File: src/rtl/serial_subtractor_pkg.sv
// Shared types and helpers for the bit-serial subtractor.
// Optional signed-overflow output is enabled with SERIAL_SUBTRACTOR_OVF_EN.
package serial_subtractor_pkg;

    // Controller states: waiting for a request, shifting bits, result pulse.
    typedef enum logic [1:0] {
        IDLE  = 2'd0,
        SHIFT = 2'd1,
        DONE  = 2'd2
    } sersub_state_t;

    localparam int SERSUB_W_DEFAULT = 8;

    // Width of a counter that must reach w-1; never narrower than one bit.
    function automatic int sersub_cnt_w(input int w);
        return (w <= 2) ? 1 : $clog2(w);
    endfunction

endpackage

File: src/rtl/fullsub1.sv
// Combinational 1-bit full subtractor: d = a - b - bin, with borrow-out.
module fullsub1 (
    input  logic a,
    input  logic b,
    input  logic bin,
    output logic d,
    output logic bout
);

    assign d    = a ^ b ^ bin;
    assign bout = (~a & b) | (~a & bin) | (b & bin);

endmodule

File: src/rtl/serial_subtractor8.sv
// Bit-serial W-bit subtractor: diff = a - b - bin, LSB first, one bit per clock
// through a single fullsub1 cell, behind a start/ready/done handshake.
// Define SERIAL_SUBTRACTOR_OVF_EN to add the registered signed-overflow output ovf.
module serial_subtractor8
    import serial_subtractor_pkg::*;
#(
    parameter int W = SERSUB_W_DEFAULT
) (
    input  logic         clk,
    input  logic         rst_n,
    input  logic         start,
    input  logic [W-1:0] a,
    input  logic [W-1:0] b,
    input  logic         bin,
    output logic         ready,
    output logic         busy,
    output logic         done,
    output logic [W-1:0] diff,
`ifdef SERIAL_SUBTRACTOR_OVF_EN
    output logic         ovf,
`endif
    output logic         bout
);

    localparam int CW = sersub_cnt_w(W);

    sersub_state_t state;
    logic [W-1:0]  a_sr;
    logic [W-1:0]  b_sr;
    logic [W-1:0]  res_sr;
    logic          brw;
    logic [CW-1:0] cnt;
    logic          d_bit;
    logic          brw_next;
    logic          last_bit;
    logic [W-1:0]  res_next;

`ifdef SERIAL_SUBTRACTOR_OVF_EN
    logic a_msb;
    logic b_msb;
`endif

    // The single shared subtractor cell always works on the operand LSBs.
    fullsub1 u_cell (
        .a    (a_sr[0]),
        .b    (b_sr[0]),
        .bin  (brw),
        .d    (d_bit),
        .bout (brw_next)
    );

    assign last_bit = (cnt == CW'(W - 1));
    assign res_next = {d_bit, res_sr[W-1:1]};

    // Controller, datapath shift registers and registered handshake/result outputs.
    // NOTE: every register here is sequential state, so all assignments are
    // non-blocking; blocking ones would let later statements see updated values.
    always_ff @(posedge clk or negedge rst_n) begin
        if (!rst_n) begin
            state  <= IDLE;
            ready  <= 1'b1;
            busy   <= 1'b0;
            done   <= 1'b0;
            diff   <= '0;
            bout   <= 1'b0;
            a_sr   <= '0;
            b_sr   <= '0;
            res_sr <= '0;
            brw    <= 1'b0;
            cnt    <= '0;
`ifdef SERIAL_SUBTRACTOR_OVF_EN
            a_msb  <= 1'b0;
            b_msb  <= 1'b0;
            ovf    <= 1'b0;
`endif
        end else begin
            done <= 1'b0;
            case (state)
                IDLE: begin
                    if (start) begin
                        state <= SHIFT;
                        ready <= 1'b0;
                        busy  <= 1'b1;
                        a_sr  <= a;
                        b_sr  <= b;
                        brw   <= bin;
                        cnt   <= '0;
`ifdef SERIAL_SUBTRACTOR_OVF_EN
                        a_msb <= a[W-1];
                        b_msb <= b[W-1];
`endif
                    end
                end
                SHIFT: begin
                    a_sr   <= a_sr >> 1;
                    b_sr   <= b_sr >> 1;
                    res_sr <= res_next;
                    brw    <= brw_next;
                    cnt    <= cnt + CW'(1);
                    if (last_bit) begin
                        state <= DONE;
                        busy  <= 1'b0;
                        done  <= 1'b1;
                        diff  <= res_next;
                        bout  <= brw_next;
`ifdef SERIAL_SUBTRACTOR_OVF_EN
                        ovf   <= (a_msb ^ b_msb) & (a_msb ^ d_bit);
`endif
                    end
                end
                DONE: begin
                    state <= IDLE;
                    ready <= 1'b1;
                end
                default: begin
                    state <= IDLE;
                    ready <= 1'b1;
                    busy  <= 1'b0;
                end
            endcase
        end
    end

endmodule

File: config.mk
export PLATFORM = sky130hd
export DESIGN_NAME = serial_subtractor8
export DESIGN_NICKNAME = d
export VERILOG_FILES = /design/src/rtl/serial_subtractor_pkg.sv /design/src/rtl/fullsub1.sv /design/src/rtl/serial_subtractor8.sv
export SDC_FILE = /design/constraint.sdc
export NUM_CORES = 1
export LEC_CHECK = 0
export CAP_MARGIN = 5
export CORE_ASPECT_RATIO = 1.75
export CORE_MARGIN = 3
export CORE_UTILIZATION = 25
export DETAILED_ROUTE_END_ITERATION = 10
export HOLD_SLACK_MARGIN = 0.05
export SLEW_MARGIN = 20
export SYNTH_ARGS = -nofsm -noshare
export SYNTH_HDL_FRONTEND = slang
export SYNTH_HIERARCHICAL = 1
export SYNTH_SLANG_ARGS = --single-unit
File: constraint.sdc
create_clock -name clk -period 1.4 [get_ports clk]
set_input_delay 0.28 -clock clk [delete_from_list [all_inputs] [get_ports clk]]
set_output_delay 0.28 -clock clk [all_outputs]
set_load 0.05 [all_outputs]
## Word level (Yosys, flattened, before mapping)

Cells that the tools add are included.

| operators by class | value |
|---|---|
| reduce and logical (&&, ||, !) cells | 7 |
| multiplexer cells | 18 |
| add/subtract/negate cells | 1 |
| equality and inequality tests | 5 |
| bitwise operators | 10 |

Operator list:

| kind | number |
|---|---|
| $pmux 8 s2 | 2 |
| $mux 8 | 2 |
| $reduce_and 2->1 | 4 |
| $mux 1 | 6 |
| $pmux 3 s2 | 1 |
| $mux 2 | 2 |
| $ne 2x2->1 const B | 2 |
| $pmux 1 s2 | 2 |
| $pmux 2 s2 | 1 |
| $add 3x1->3 const B | 1 |
| $and 1x1->1 | 3 |
| $eq 3x3->1 const B | 1 |
| $mux 3 | 1 |
| $not 1->1 | 3 |
| $pmux 1 s3 | 1 |
| $reduce_and 3->1 | 1 |
| $eq 2x1->1 const B | 1 |
| $eq 2x2->1 const B | 1 |
| $logic_not 2->1 | 1 |
| $or 1x1->1 | 2 |
| $reduce_bool 2->1 | 1 |
| $xor 1x1->1 | 2 |

| word-level totals | value |
|---|---|
| logic and storage cells | 52 |
| bits in registers | 42 |
| input bits | 20 |
| output and inout port bits | 12 |

## Logic depth before layout (Yosys ltp)

Gate-level depths: netlist of the first run.

| depth | value |
|---|---|
| depth after elaboration | 5 |
| gate-level depth with buffers | 6 |
| mapped depth without buffers | 5 |

## Cells and area by module

Netlist of the first run, hierarchy kept.

Modules (own cells, without submodules):

| module | times used | cells each | area each (µm²) | seq. area each (µm²) |
|---|---|---|---|---|
| serial_subtractor8 | 1 | 156 | 1754.2 | 1027.2 |
| fullsub1 | 1 | 3 | 27.5 | 0.0 |

## Worst setup path after synthesis of the first run

OpenSTA, ideal clock, no wires.

| timing path | value |
|---|---|
| path type | register to register |
| start point | reg cnt[0] |
| end point | reg diff[0] |
| clock period less this slack | 1.365 ns |
| stages on the path, launching flop included | 6 |
| data required time | 1.275 ns |
| path buffers | 0 |
| setup time | 0.125 ns |
| arrival time | 1.240 ns |
| path slack | 0.035 ns |
| cell sequence | dfrtp_1 -> ha_1 -> ha_1 -> nand2_8 -> inv_6 -> mux2_4 |

| on the way | value |
|---|---|
| word-level cells in the longest chain between the ends | 2 |

RTL lines:

| element | line | text |
|---|---|---|
| from (decl) | serial_subtractor8.sv:32 | `logic [CW-1:0] cnt;` |
| from (signal assigned) | serial_subtractor8.sv:99 | `cnt <= cnt + CW'(1);` |
| $eq 3x3->1 | serial_subtractor8.sv:52 | `assign last_bit = (cnt == CW'(W - 1));` |
| $reduce_and 2->1 (no line) | - |  |
| to (signal assigned) | serial_subtractor8.sv:104 | `diff <= res_next;` |
| to (decl) | serial_subtractor8.sv:18 | `output logic [W-1:0] diff,` |

Every way passes these cells.
A chain may end at the register's enable or synchronous reset.

## Worst setup path in the final report of the first run

| timing path | value |
|---|---|
| start point | reg brw |
| end point | reg diff[7] |

| on the way | value |
|---|---|
| word-level cells in the longest chain between the ends | 1 |

RTL lines:

| element | line | text |
|---|---|---|
| from (decl) | serial_subtractor8.sv:31 | `logic brw;` |
| from (signal assigned) | serial_subtractor8.sv:86 | `brw <= bin;` |
| from (signal assigned) | serial_subtractor8.sv:98 | `brw <= brw_next;` |
| $xor 1x1->1 | fullsub1.sv:10 | `assign d = a ^ b ^ bin;` |
| named net d_bit | serial_subtractor8.sv:33 | `logic d_bit;` |

The timed path passes the listed nets, and every way through them passes these cells.

==> reports/results.txt, run 1 <==
Inserted Diodes -> 0
Hold Path Class -> register to register
status -> finished, final reports clean
synth top area cells -> dfrtp_1, o22ai_1, nand2_1
Clock Path Buffers -> 2
normalized max-slew margin -> 78.7%
crit path kind -> register to register
Async S/R FF share, synth -> 100%
# clock sinks -> 41
xor/xnor share of the synthesized area -> 0%
Design Area, Final -> 2600 um^2
final worst slack -> 0.0130 ns
post-DP HPWL -> 2910 um
post-synth top area share -> 56.2%
Power Density -> 2530 nW/um^2
highest metal used -> met4
Setup violations, final -> 0
Synth Instances -> 159
synth-to-layout area growth -> 45.9%
H-tree depth -> 2
Die Y -> 118 um
met3 routed WL -> 200 um
Root Buffer Master -> clkbuf_16
largest net degree at the start of global routing -> 24
Reg clk slew, reported paths -> 0.06 ns
final core utilization -> 37.6%
Synth Warn # -> 6
count leader, synth -> dfrtp_1
number of enable flip-flop cells after synthesis -> 0
Final Cycle Share -> 99.1%
Top Ports -> 32
largest family of logic cells by synthesized area -> compound AO/OA/AOI/OAI gates
Clock Latency Late Sink -> 0.28 ns
CTS tree -> yes
worst-path fanout max -> 3
Period minus WS final -> 1.39 ns
PortBufs -> 31
Num CTS Buffers -> 5
GR Util All Layers -> 11.2%
Rows -> 40
unrepaired setup endpoints after global routing -> yes
Yosys reg bits -> 41
Avg Vias per Cell -> 4.78
drt wl/cell -> 14.4 um
total die area -> 8220 um^2
placed cell count -> 281
Max VDD drop -> 1240 uV
wl on met1 -> 1830 um
final WL -> 4200 um
wire length on met2 -> 2090 um
dpl ws -> -0.105 ns
placed instance area -> 2380 um^2
proportion of layout cells with a drive suffix above 1 -> 27.9%
initial detailed-routing violation count -> 24
Tightest Pin Transition -> 0.320 ns
global-route wire length before repair -> 7430 um
fin nets -> 230
leakage power -> 1.17 nW
cell taking the most area after synthesis -> dfrtp_1
worst path arrival time -> 1.56 ns
die width -> 69.8 um
DRC viols -> 0
DR pass1 iterations -> 4
gpl congestion -> 0.773
DRT antenna net count -> 0
Final Skew -> 0.00905 ns
Post-Synth Adder-Cell Area -> 2.53%
Critical Path RT -> 1.57 ns
Avg Inst Size Synth -> 11.2 um^2
Max Clk Rate -> 0.721 GHz
Synth Flop Type -> dfrtp_1
Max-Cap Viols -> 0
initial antenna violation count -> 0
Worst Setup End Kind -> register
grt ovf -> 0
CP Launch Type -> register
mux contribution to synthesized area -> 6.74%
Cell Area, Synth -> 1780 um^2
vias in the first global route -> 1494
sequential area share after synthesis -> 57.7%
Yosys cell types -> 25
Initial Utilization -> 25.8%
fin cells -> 292
Slew Viols, Final -> 0
syn nets -> 182
final hold viol count -> 0
Post-Synth Simple-Gate Area -> 9.13%
list of most frequent post-synthesis cells -> dfrtp_1, o22ai_1, nand2_1
via count -> 1397
Compound-Gate Fraction of Synth Area -> 18.4%
worst hold slack -> 0.482 ns
core area -> 6910 um^2
metrics by stage:
step                      setup TNS [ns]  power [mW]
after CTS                              0        6.52
after global placement            -0.757        5.04
after global routing             -0.0333        7.02
after detailed placement           -1.36        5.11
after floorplan                        0        3.84
final                                  0        6.58
kinds of logic (layout without fill, tap and decap cells):
family,after synthesis,count (layout)
AO/OA/AOI/OAI,57,57
flip-flops,41,41
buffers and inverters,17,66
multiplexers,9,9
adder cells (fa/ha/maj),3,3
AND/OR/NAND/NOR,32,32
power by group:
group / internal, mW / leakage (nW) / switching [mW]
registers: 1.74 / 0.497 / 0.478
clock network: 0.890 / 0.0831 / 0.470
logic: 1.52 / 0.586 / 1.47
total: 4.16 / 1.17 / 2.42
worst max-delay path: stages, from the launching register on:
cell and delay, ns:
dfrtp_1 0.41, fa_1 0.57, inv_2 0.04, mux2_4 0.25
state kept, by name, indices dropped and copies added, names as in the netlist:
| signal | flops |
|---|---|
| a_sr | 8 |
| b_sr | 8 |
| bout | 1 |
| brw | 1 |
| busy | 1 |
| cnt | 3 |
| diff | 8 |
| done | 1 |
| ready | 1 |
| res_sr | 7 |
| state | 2 |
worst paths after layout:
path | startpoint | to | slack (ns) | cells past startpoint
max | brw | diff[7] | 0.01 | 3
min | res_sr[1] | res_sr[1] | 0.48 | 2
max reg2reg | brw | diff[7] | 0.01 | 3
min reg2reg | res_sr[1] | res_sr[1] | 0.48 | 2
max in group asynchronous | rst_n | ready | 0.60 | 3
min in group asynchronous | rst_n | a_sr[3] | 0.49 | 3
what timing repair did:
| item | CTS | global route |
|---|---|---|
| endpoints found under the hold margin | 40 | 0 |
| gates resized for setup | 1 | 4 |
| hold buffers | 1 | 0 |
| pin swaps | 0 | 1 |
| setup endpoints to repair | 9 | 10 |
| setup buffers | 0 | 2 |
routing by layer:
metal / GRT usage (%) / vias to the layer above
li1: - / 667
met1: 13.7 / 694
met2: 18.4 / 29
met3: 3.42 / 7
met4: 4.32 / 0
met5: 0 / -
layout make-up:
type                            count  area, um^2
Sequential cell                    41        1030
Timing Repair Buffer               50         583
Tap cell                           84         105
Multi-Input combinational cell    101         673
Inverter                            8        35.0
Fill cell                         694        4310
Clock inverter                      2        37.5
Clock buffer                        6         139
layout by cell type, fill, tap and decap left out, types with 2 or more instances in the layout:
master           netlist  final
nand2b_2               1      2
inv_2                  1      2
a21oi_1               16     16
mux2_2                 4      4
dfrtp_1               40     40
clkdlybuf4s50_1        0     18
buf_4                  3     17
o22ai_1               28     28
buf_12                 0     13
mux2_4                 5      5
nand2_1               25     25
a22o_1                 2      2
o21ai_0               11     11
clkbuf_16              0      5
inv_1                  6      5
(Power assumes the default switching activity.)
==> inputs of run 2 (changes only) <==
--- a/config.mk
+++ b/config.mk
@@ -9,6 +9,7 @@
 export CORE_ASPECT_RATIO = 1.75
 export CORE_MARGIN = 3
 export CORE_UTILIZATION = 25
+export CTS_BUF_LIST = sky130_fd_sc_hd__clkbuf_8
 export DETAILED_ROUTE_END_ITERATION = 10
 export HOLD_SLACK_MARGIN = 0.05
 export SLEW_MARGIN = 20
==> run 2 against run 1 <==
  * Worst setup slack worse by 0.0028 ns
  * Hold slack got worse by 0.012 ns
  * Register-to-register slack is essentially flat
  * Combinational power is essentially flat
  * Via count decreased by 0.57%
  * Global-route usage is essentially flat
  * Power is 5.3% lower
  * Critical path type unchanged
  * Largest cell class unchanged
==> reports/results.txt, run 2 (synthesis gave the netlist of run 1 again) <==
status -> finished, final reports clean
Final Cycle Share -> 99.3% (+0.20 points)
vias in the first global route -> 1497 (+0.20%)
synth-to-layout area growth -> 42.8%
total die area -> 8220 um^2 (unchanged)
crit path kind -> register to register
Rows -> 40 (unchanged)
unrepaired setup endpoints after global routing -> yes
Num CTS Buffers -> 5 (unchanged)
Worst Setup End Kind -> register
CP Launch Type -> register
# clock sinks -> 41 (unchanged)
most frequent cells in the layout -> dfrtp_1, o22ai_1, nand2_1
Buf/Inv on CP -> 1 (unchanged)
largest net degree at the start of global routing -> 24 (unchanged)
largest registers in the final layout -> a_sr (8), b_sr (8), diff (8)
normalized max-slew margin -> 78.9% (+0.21 points)
Root Buffer Master -> clkbuf_8
Power Density -> 2450 nW/um^2 (-3.2%)
grt ovf -> 0 (unchanged)
global-route wire length before repair -> 7400 um (-0.38%)
post-DP HPWL -> 2910 um (unchanged)
fin cells -> 292 (unchanged)
commonest non-fill, non-tap cell in the layout -> dfrtp_1
via count -> 1389 (-0.57%)
drt wl/cell -> 14.4 um (+0.19%)
gpl congestion -> 0.773 (unchanged)
Avg Vias per Cell -> 4.76 (-0.57%)
worst path arrival time -> 1.58 ns (+0.02 ns)
Tightest Pin Transition -> 0.317 ns (-0.00322 ns)
Top Ports -> 32 (unchanged)
initial detailed-routing violation count -> 49 (+100%)
DRC viols -> 0 (unchanged)
initial antenna violation count -> 0 (unchanged)
final worst slack -> 0.0102 ns (-0.00276 ns)
fin nets -> 230 (unchanged)
placed cell count -> 281 (unchanged)
DRT antenna net count -> 0 (unchanged)
final hold viol count -> 0 (unchanged)
dpl ws -> -0.105 ns (unchanged)
Max VDD drop -> 1000 uV (-19%)
Die Y -> 118 um (unchanged)
Initial Utilization -> 25.8% (unchanged)
Clock Path Buffers -> 2 (unchanged)
Critical Path RT -> 1.59 ns (+0.02 ns)
leakage power -> 1.14 nW (-2.2%)
Reg clk slew, reported paths -> 0.09 ns (+0.03 ns)
Design Area, Final -> 2540 um^2 (-2.2%)
CP max stage cell -> fa_1
core area -> 6910 um^2 (unchanged)
Max Clk Rate -> 0.720 GHz (-0.20%)
placed instance area -> 2380 um^2 (unchanged)
PortBufs -> 31 (unchanged)
Slew Viols, Final -> 0 (unchanged)
DR pass1 iterations -> 4 (unchanged)
worst-path fanout max -> 3 (unchanged)
H-tree depth -> 2 (unchanged)
CTS tree -> yes
slowest cell delay on critical path -> 0.57 ns (about the same)
Inserted Diodes -> 0 (unchanged)
proportion of layout cells with a drive suffix above 1 -> 27.9% (unchanged)
Max-Cap Viols -> 0 (unchanged)
Period minus WS final -> 1.39 ns (+0.00276 ns)
Hold Path Class -> input port to asynchronous set/reset pin
GR Util All Layers -> 11.2% (-0.031 points)
die width -> 69.8 um (unchanged)
final WL -> 4210 um (+0.19%)
critical path, cell by cell -> fa_1 -> inv_2 -> mux2_4
Crit path max-delay family -> adder cells
Clock Latency Late Sink -> 0.30 ns (+0.02 ns)
Final Skew -> 0.0129 ns (+0.00382 ns)
Setup violations, final -> 0 (unchanged)
==> run 2: cell counts in the layout (fill, tap and decap cells not counted) <==
Identical to the previous run, type by type.
==> run 2: path summary, 6_finish.rpt <==
check | start | end | depth (start not counted) | slack, ns
max | brw | diff[7] | 3 | 0.01
min | rst_n | a_sr[3] | 3 | 0.47
max reg2reg | brw | diff[7] | 3 | 0.01
min reg2reg | res_sr[1] | res_sr[1] | 2 | 0.49
max in group asynchronous | rst_n | ready | 3 | 0.62
min in group clk | res_sr[1] | res_sr[1] | 2 | 0.49
==> run 2: repair_timing <==
item                                    CTS  global route
hold endpoints to repair                 40             0
buffers inserted                          0             2
endpoints found under the setup margin    9            10
hold buffers                              1             0
pin swaps                                 0             1
gates resized for setup                   1             4
==> run 2: worst register-to-register path, stage by stage, from the launching register on <==
cell and delay (ns):
dfrtp_1 0.42, fa_1 0.57, inv_2 0.04, mux2_4 0.25
==> run 2: cell type report <==
| class | instances | area [um^2] |
|---|---|---|
| tap | 84 | 105 |
| timing repair buffer | 50 | 583 |
| multi-input combinational | 101 | 673 |
| clock buffer | 6 | 82.6 |
| sequential | 41 | 1030 |
| inverter | 8 | 35.0 |
| clock inverter | 2 | 37.5 |
| fill | 699 | 4360 |
==> run 2: per-layer routing <==
| metal | routed length [um] | up-vias | global-route usage (%) | share of wire [%] |
|---|---|---|---|---|
| li1 | - | 665 | - | - |
| met1 | 1830 | 689 | 13.6 | 44 |
| met2 | 2110 | 29 | 18.4 | 50 |
| met3 | 187 | 6 | 3.42 | 4.4 |
| met4 | 82 | 0 | 4.32 | 1.9 |
| met5 | 0 | - | 0 | 0 |
==> run 2: report_power, final <==
group / leakage, nW / switching, mW / internal [mW]
combinational: 0.586 / 1.47 / 1.53
clock: 0.0574 / 0.434 / 0.580
sequential: 0.497 / 0.478 / 1.74
total: 1.14 / 2.38 / 3.85
==> run 2: stage by stage <==
step,hold slack [ns],total power [mW],util [%],setup TNS (ns)
6_report,0.470,6.23,36.8,0
5_1_grt,0.503,6.66,36.8,-0.0368
4_1_cts,0.474,6.17,36.4,0
3_5_place_dp,0.268,5.11,34.5,-1.36
3_3_place_gp,0.267,5.04,34.5,-0.757
2_1_floorplan,-0.0156,3.84,-,0
